<file path="src/rtl/bcd_addsub_serial.sv">
// Digit-serial packed-BCD adder/subtractor handling DIGITS decimal digits, least significant first.
// Subtraction uses ten's complement; a negative result gets a recomplement pass so F is sign-magnitude.
module bcd_addsub_serial #(
  parameter int DIGITS = 4
) (
  input  logic                  clk_i,
  input  logic                  rst_ni,
  input  logic                  start_i,
  input  logic                  m_i,
  input  logic                  cin_i,
  input  logic [4*DIGITS-1:0]   a_i,
  input  logic [4*DIGITS-1:0]   b_i,
  output logic [4*DIGITS-1:0]   f_o,
  output logic                  cout_o,
  output logic                  neg_o,
  output logic                  err_o,
  output logic                  busy_o,
  output logic                  done_o
);

  localparam int IDXW = (DIGITS > 1) ? $clog2(DIGITS) : 1;

  typedef enum logic [1:0] {IDLE, ADD, RECOMP, FIN} state_e;

  state_e              state_q, state_d;
  logic [4*DIGITS-1:0] a_q, a_d;
  logic [4*DIGITS-1:0] b_q, b_d;
  logic [4*DIGITS-1:0] f_q, f_d;
  logic                m_q, m_d;
  logic                carry_q, carry_d;
  logic                cout_q, cout_d;
  logic                neg_q, neg_d;
  logic                err_q, err_d;
  logic [IDXW-1:0]     idx_q, idx_d;

  logic                badDigit;
  logic                lastDigit;
  logic [3:0]          aDigit;
  logic [3:0]          bDigit;
  logic [3:0]          fDigit;
  logic [4:0]          sumAdd;
  logic [4:0]          sumRec;

  // One decimal digit step: binary add, then +6 correction when the sum exceeds 9.
  function automatic logic [4:0] bcdDigit(input logic [3:0] x, input logic [3:0] y, input logic c);
    logic [4:0] z;
    z = {1'b0, x} + {1'b0, y} + {4'b0000, c};
    if (z > 5'd9) bcdDigit = {1'b1, z[3:0] + 4'd6};
    else          bcdDigit = z;
  endfunction

  always_comb begin
    badDigit = 1'b0;
    for (int i = 0; i < DIGITS; i++) begin
      if ((a_i[i*4 +: 4] > 4'd9) || (b_i[i*4 +: 4] > 4'd9)) badDigit = 1'b1;
    end
  end

  assign lastDigit = (idx_q == IDXW'(DIGITS - 1));
  assign aDigit    = a_q[idx_q*4 +: 4];
  assign bDigit    = m_q ? (4'd9 - b_q[idx_q*4 +: 4]) : b_q[idx_q*4 +: 4];
  assign fDigit    = f_q[idx_q*4 +: 4];
  assign sumAdd    = bcdDigit(aDigit, bDigit, carry_q);
  assign sumRec    = bcdDigit(4'd9 - fDigit, 4'd0, carry_q);

  always_comb begin
    state_d = state_q;
    a_d     = a_q;
    b_d     = b_q;
    f_d     = f_q;
    m_d     = m_q;
    carry_d = carry_q;
    cout_d  = cout_q;
    neg_d   = neg_q;
    err_d   = err_q;
    idx_d   = idx_q;
    case (state_q)
      IDLE, FIN: begin
        state_d = IDLE;
        if (start_i) begin
          a_d    = a_i;
          b_d    = b_i;
          m_d    = m_i;
          f_d    = '0;
          cout_d = 1'b0;
          neg_d  = 1'b0;
          idx_d  = '0;
          if (badDigit) begin
            err_d   = 1'b1;
            carry_d = 1'b0;
            state_d = FIN;
          end else begin
            err_d   = 1'b0;
            carry_d = m_i ? ~cin_i : cin_i;
            state_d = ADD;
          end
        end
      end
      ADD: begin
        f_d[idx_q*4 +: 4] = sumAdd[3:0];
        carry_d = sumAdd[4];
        if (lastDigit) begin
          idx_d = '0;
          if (!m_q || sumAdd[4]) begin
            cout_d  = sumAdd[4];
            state_d = FIN;
          end else begin
            // No final carry on subtract means A-B-CIN < 0: recomplement to get the magnitude.
            cout_d  = 1'b0;
            neg_d   = 1'b1;
            carry_d = 1'b1;
            state_d = RECOMP;
          end
        end else begin
          idx_d = idx_q + 1'b1;
        end
      end
      RECOMP: begin
        f_d[idx_q*4 +: 4] = sumRec[3:0];
        carry_d = sumRec[4];
        if (lastDigit) begin
          idx_d   = '0;
          carry_d = 1'b0;
          state_d = FIN;
        end else begin
          idx_d = idx_q + 1'b1;
        end
      end
      default: state_d = IDLE;
    endcase
  end

  always_ff @(posedge clk_i or negedge rst_ni) begin
    if (!rst_ni) begin
      state_q <= IDLE;
      a_q     <= '0;
      b_q     <= '0;
      f_q     <= '0;
      m_q     <= 1'b0;
      carry_q <= 1'b0;
      cout_q  <= 1'b0;
      neg_q   <= 1'b0;
      err_q   <= 1'b0;
      idx_q   <= '0;
    end else begin
      state_q <= state_d;
      a_q     <= a_d;
      b_q     <= b_d;
      f_q     <= f_d;
      m_q     <= m_d;
      carry_q <= carry_d;
      cout_q  <= cout_d;
      neg_q   <= neg_d;
      err_q   <= err_d;
      idx_q   <= idx_d;
    end
  end

  assign f_o    = f_q;
  assign cout_o = cout_q;
  assign neg_o  = neg_q;
  assign err_o  = err_q;
  assign busy_o = (state_q == ADD) || (state_q == RECOMP);
  assign done_o = (state_q == FIN);

endmodule

</file>
<file path="config.mk">
export PLATFORM = sky130hd
export DESIGN_NAME = bcd_addsub_serial
export DESIGN_NICKNAME = d
export VERILOG_FILES = /design/src/rtl/bcd_addsub_serial.sv
export SDC_FILE = /design/constraint.sdc
export NUM_CORES = 1
export LEC_CHECK = 0
export CORE_MARGIN = 4
export CORE_UTILIZATION = 30
export CTS_CLUSTER_SIZE = 16
export DETAILED_ROUTE_END_ITERATION = 16
export PLACE_DENSITY = 0.47
export SKIP_CTS_REPAIR_TIMING = 1
export SLEW_MARGIN = 10
export SYNTH_ARGS = -nofsm -noshare
export SYNTH_HDL_FRONTEND = slang
export SYNTH_SLANG_ARGS = --single-unit
</file>
<file path="constraint.sdc">
create_clock -name clk_i -period 5.5 [get_ports clk_i]
set_input_delay 1.1 -clock clk_i [delete_from_list [all_inputs] [get_ports clk_i]]
set_output_delay 1.1 -clock clk_i [all_outputs]
set_load 0.02 [all_outputs]
</file>
==> summary.md <==
| Metric | Value |
|---|---|
| Status | `finished, final reports clean` |
| Crit path max fanout | `9` |
| Clock root buffer | `clkbuf_16` |
| Site Rows | `39` |
| Crit-path cells | `mux4_2 > xnor2_1 > fa_1 > fa_1 > xor2_1 > ha_1 > a32oi_1 > a311oi_4 > xor2_1 > a22oi_2 > o31ai_2` |
| Core footprint | `11,600 um2` |
| Max-slew violations | `0` |
| Pre-Repair DR Iteration Count | `4` |
| DRC | `0` |
| Initial Util | `31.1%` |
| Register bit total from synthesis | `57` |
| Die H | `118 um` |
| First-pass GRT wire length | `16.1 mm` |
| 1st-iter DRT viols | `183` |
| Sequential-to-total area share from yosys stat | `39.5%` |
| Buffers added on ports | `57` |
| Synthesized area per cell | `10.6 um2` |
| Max Used Layer | `met4` |
| Clock transition at the registers of the reported paths | `0.05 ns` |
| Die width | `118 um` |
| Final #Nets | `460` |
| Via count | `2,865` |
| Filler cell count | `1,151` |
| Pin count of the biggest net entering global routing | `58` |
| Placed Instance Area | `4350 um2` |
| Clk_lat worst skew | `0.33 ns` |
| Max-Cap Viols | `0` |
| Final setup fails | `0` |
| CTS max path bufs | `2` |
| Routed wl met3 | `504 um` |
| Worst setup EP type | `register` |
| Worst path max stage delay | `0.67 ns` |
| GR Util All Layers | `14.8%` |
| WP data required | `5.73 ns` |
| Top_reg_cell synth | `dfrtp_1` |
| Diode count | `0` |
| Detailed-placement wirelength estimate | `7.41 mm` |
| Post-route minimum period | `4.21 ns` |
| Vias in the first global route | `2,946` |
| Top-level port count | `58` |
| Final Instance Area | `4630 um2` |
| Synth Warn # | `0` |
| Hold Fails Final Rpt | `0` |
| Clock skew | `0.00594 ns` |
| CTS tree | `done` |
| EDFF count, synth | `0` |
| Path type of the worst min-delay path | `register to register` |
| Antenna-violating nets left | `0` |
| Number of CTS-inserted buffers | `9` |
| Family with the most delay on the worst path | `adder cells` |
| Final worst path period share | `76.6%` |
| Drt wl/cell | `18.1 um` |
| Metal2 WL | `4.50 mm` |
| CP max stage cell | `dfrtp_1` |
| Ys async rst share | `100%` |
| Relative slew margins | `20.2%` |
| Gpl congestion | `0.826` |
| Startpoint Class | `register` |
| H-tree levels | `3` |
| CTS Sinks | `57` |
| Initial antenna violation count | `0` |
| Crit Path Class | `register to register` |
| Worst Path Buf+Inv | `0` |
| GR Overflow Total | `0` |
| TNS Setup | `0 ns` |
| Synth Instances | `340` |
| Post-Syn Nets | `400` |
| Wire length on met1 | `4.66 mm` |
| Yosys cell types | `52` |
| Layout cell share with drive strength beyond 1 | `18.4%` |
| DIE AREA | `13,800 um2` |
| RSZ-0062 raised after global routing | `no` |
| F_max | `237 MHz` |
| Slew @ Worst Pin | `1.19 ns` |
| Hold WS | `0.503 ns` |
| Vias per inst | `5.25` |
| Crit path DAT | `4.45 ns` |
| WL final | `9.87 mm` |
| P&R area growth vs syn | `28.3%` |
| Post-Syn Area | `3610 um2` |
sequential cells by signal, summed over array words and instances (netlist names):
name / count
f_o: 16
b_q: 16
m_q: 1
err_o: 1
a_q: 16
neg_o: 1
idx_q: 2
cout_o: 1
state_q: 2
carry_q: 1
synthesized netlist by cell type (3+ instances only):
library cell	number	area, um2
o21ai_0	35	175
ha_1	21	263
a21o_1	5	37.5
buf_1	6	22.5
mux2_2	33	372
dfrtp_1	57	1430
nor3_1	6	30.0
xor2_1	3	26.3
nor2_1	16	60.1
inv_1	21	78.8
nand3_1	4	20.0
o2bb2ai_1	3	26.3
nor2b_1	5	31.3
a21oi_1	12	60.1
buf_2	3	15.0
mux4_2	12	270
clkbuf_1	6	22.5
a22oi_1	3	22.5
o22ai_1	6	37.5
mux2i_1	3	30.0
nand2_1	25	93.8
a31oi_1	4	25.0
o31ai_1	6	45.0
xnor2_1	5	43.8
metrics by stage:
step | setup WS, ns | std cells | util (%)
floorplan | 1.62 | 340 | -
detailed placement | 1.27 | 532 | 37.4
CTS | 1.23 | 546 | 39.9
global placement | 1.36 | 532 | 37.4
global route | 0.886 | 546 | 39.9
finish | 1.29 | 546 | 39.9
cells in the final DEF, fill, tap and decap left out, types with 12 or more instances in the layout:
| master | instances |
|---|---|
| nor2_1 | 16 |
| dfrtp_1 | 57 |
| mux2_2 | 33 |
| inv_1 | 21 |
| o21ai_0 | 35 |
| nand2_1 | 25 |
| a21oi_1 | 12 |
| ha_1 | 21 |
| mux4_2 | 12 |
| clkdlybuf4s50_1 | 56 |
metal layers:
metal	track usage [%]	vias to the layer above
met5	0	-
met1	20.8	1407
li1	-	1369
met2	21.7	75
met3	3.51	14
met4	6.23	0
final cells by class:
type | instances | area, um2 | share of cell area, %
multi-input cells | 246 | 2040 | 44.1
well taps | 143 | 179 | 3.86
repair buffers | 64 | 618 | 13.4
flip-flops and latches | 57 | 1430 | 30.8
inverters | 22 | 82.6 | 1.78
clock buffers | 10 | 239 | 5.16
clock inverters | 4 | 45.0 | 0.973
final timing paths:
path | start | to | slack (ns) | depth (start not counted)
max in group asynchronous | rst_ni | f_o[9] | 4.08 | 2
min in group asynchronous | rst_ni | b_q[14] | 0.93 | 2
worst min register to register | a_q[1] | a_q[1] | 0.50 | 1
worst max-delay path | idx_q[0] | f_o[5] | 1.29 | 11
worst min-delay path | a_q[1] | a_q[1] | 0.50 | 1
worst max register to register | idx_q[0] | f_o[5] | 1.29 | 11
cells by family (layout without fill, tap and decap cells):
| family | after synthesis | count (layout) | share of synthesized area [%] |
|---|---|---|---|
| buffers and inverters | 37 | 100 | 3.95 |
| multiplexers | 48 | 48 | 18.6 |
| XOR/XNOR | 9 | 9 | 2.57 |
| adder cells (fa/ha/maj) | 23 | 23 | 8.39 |
| AND/OR/NAND/NOR | 72 | 72 | 9.67 |
| flip-flops | 57 | 57 | 39.5 |
| AO/OA/AOI/OAI | 94 | 94 | 17.3 |
Power is not shown: default switching activity piles up to over one toggle a cycle in this logic, so the estimate is an artifact.
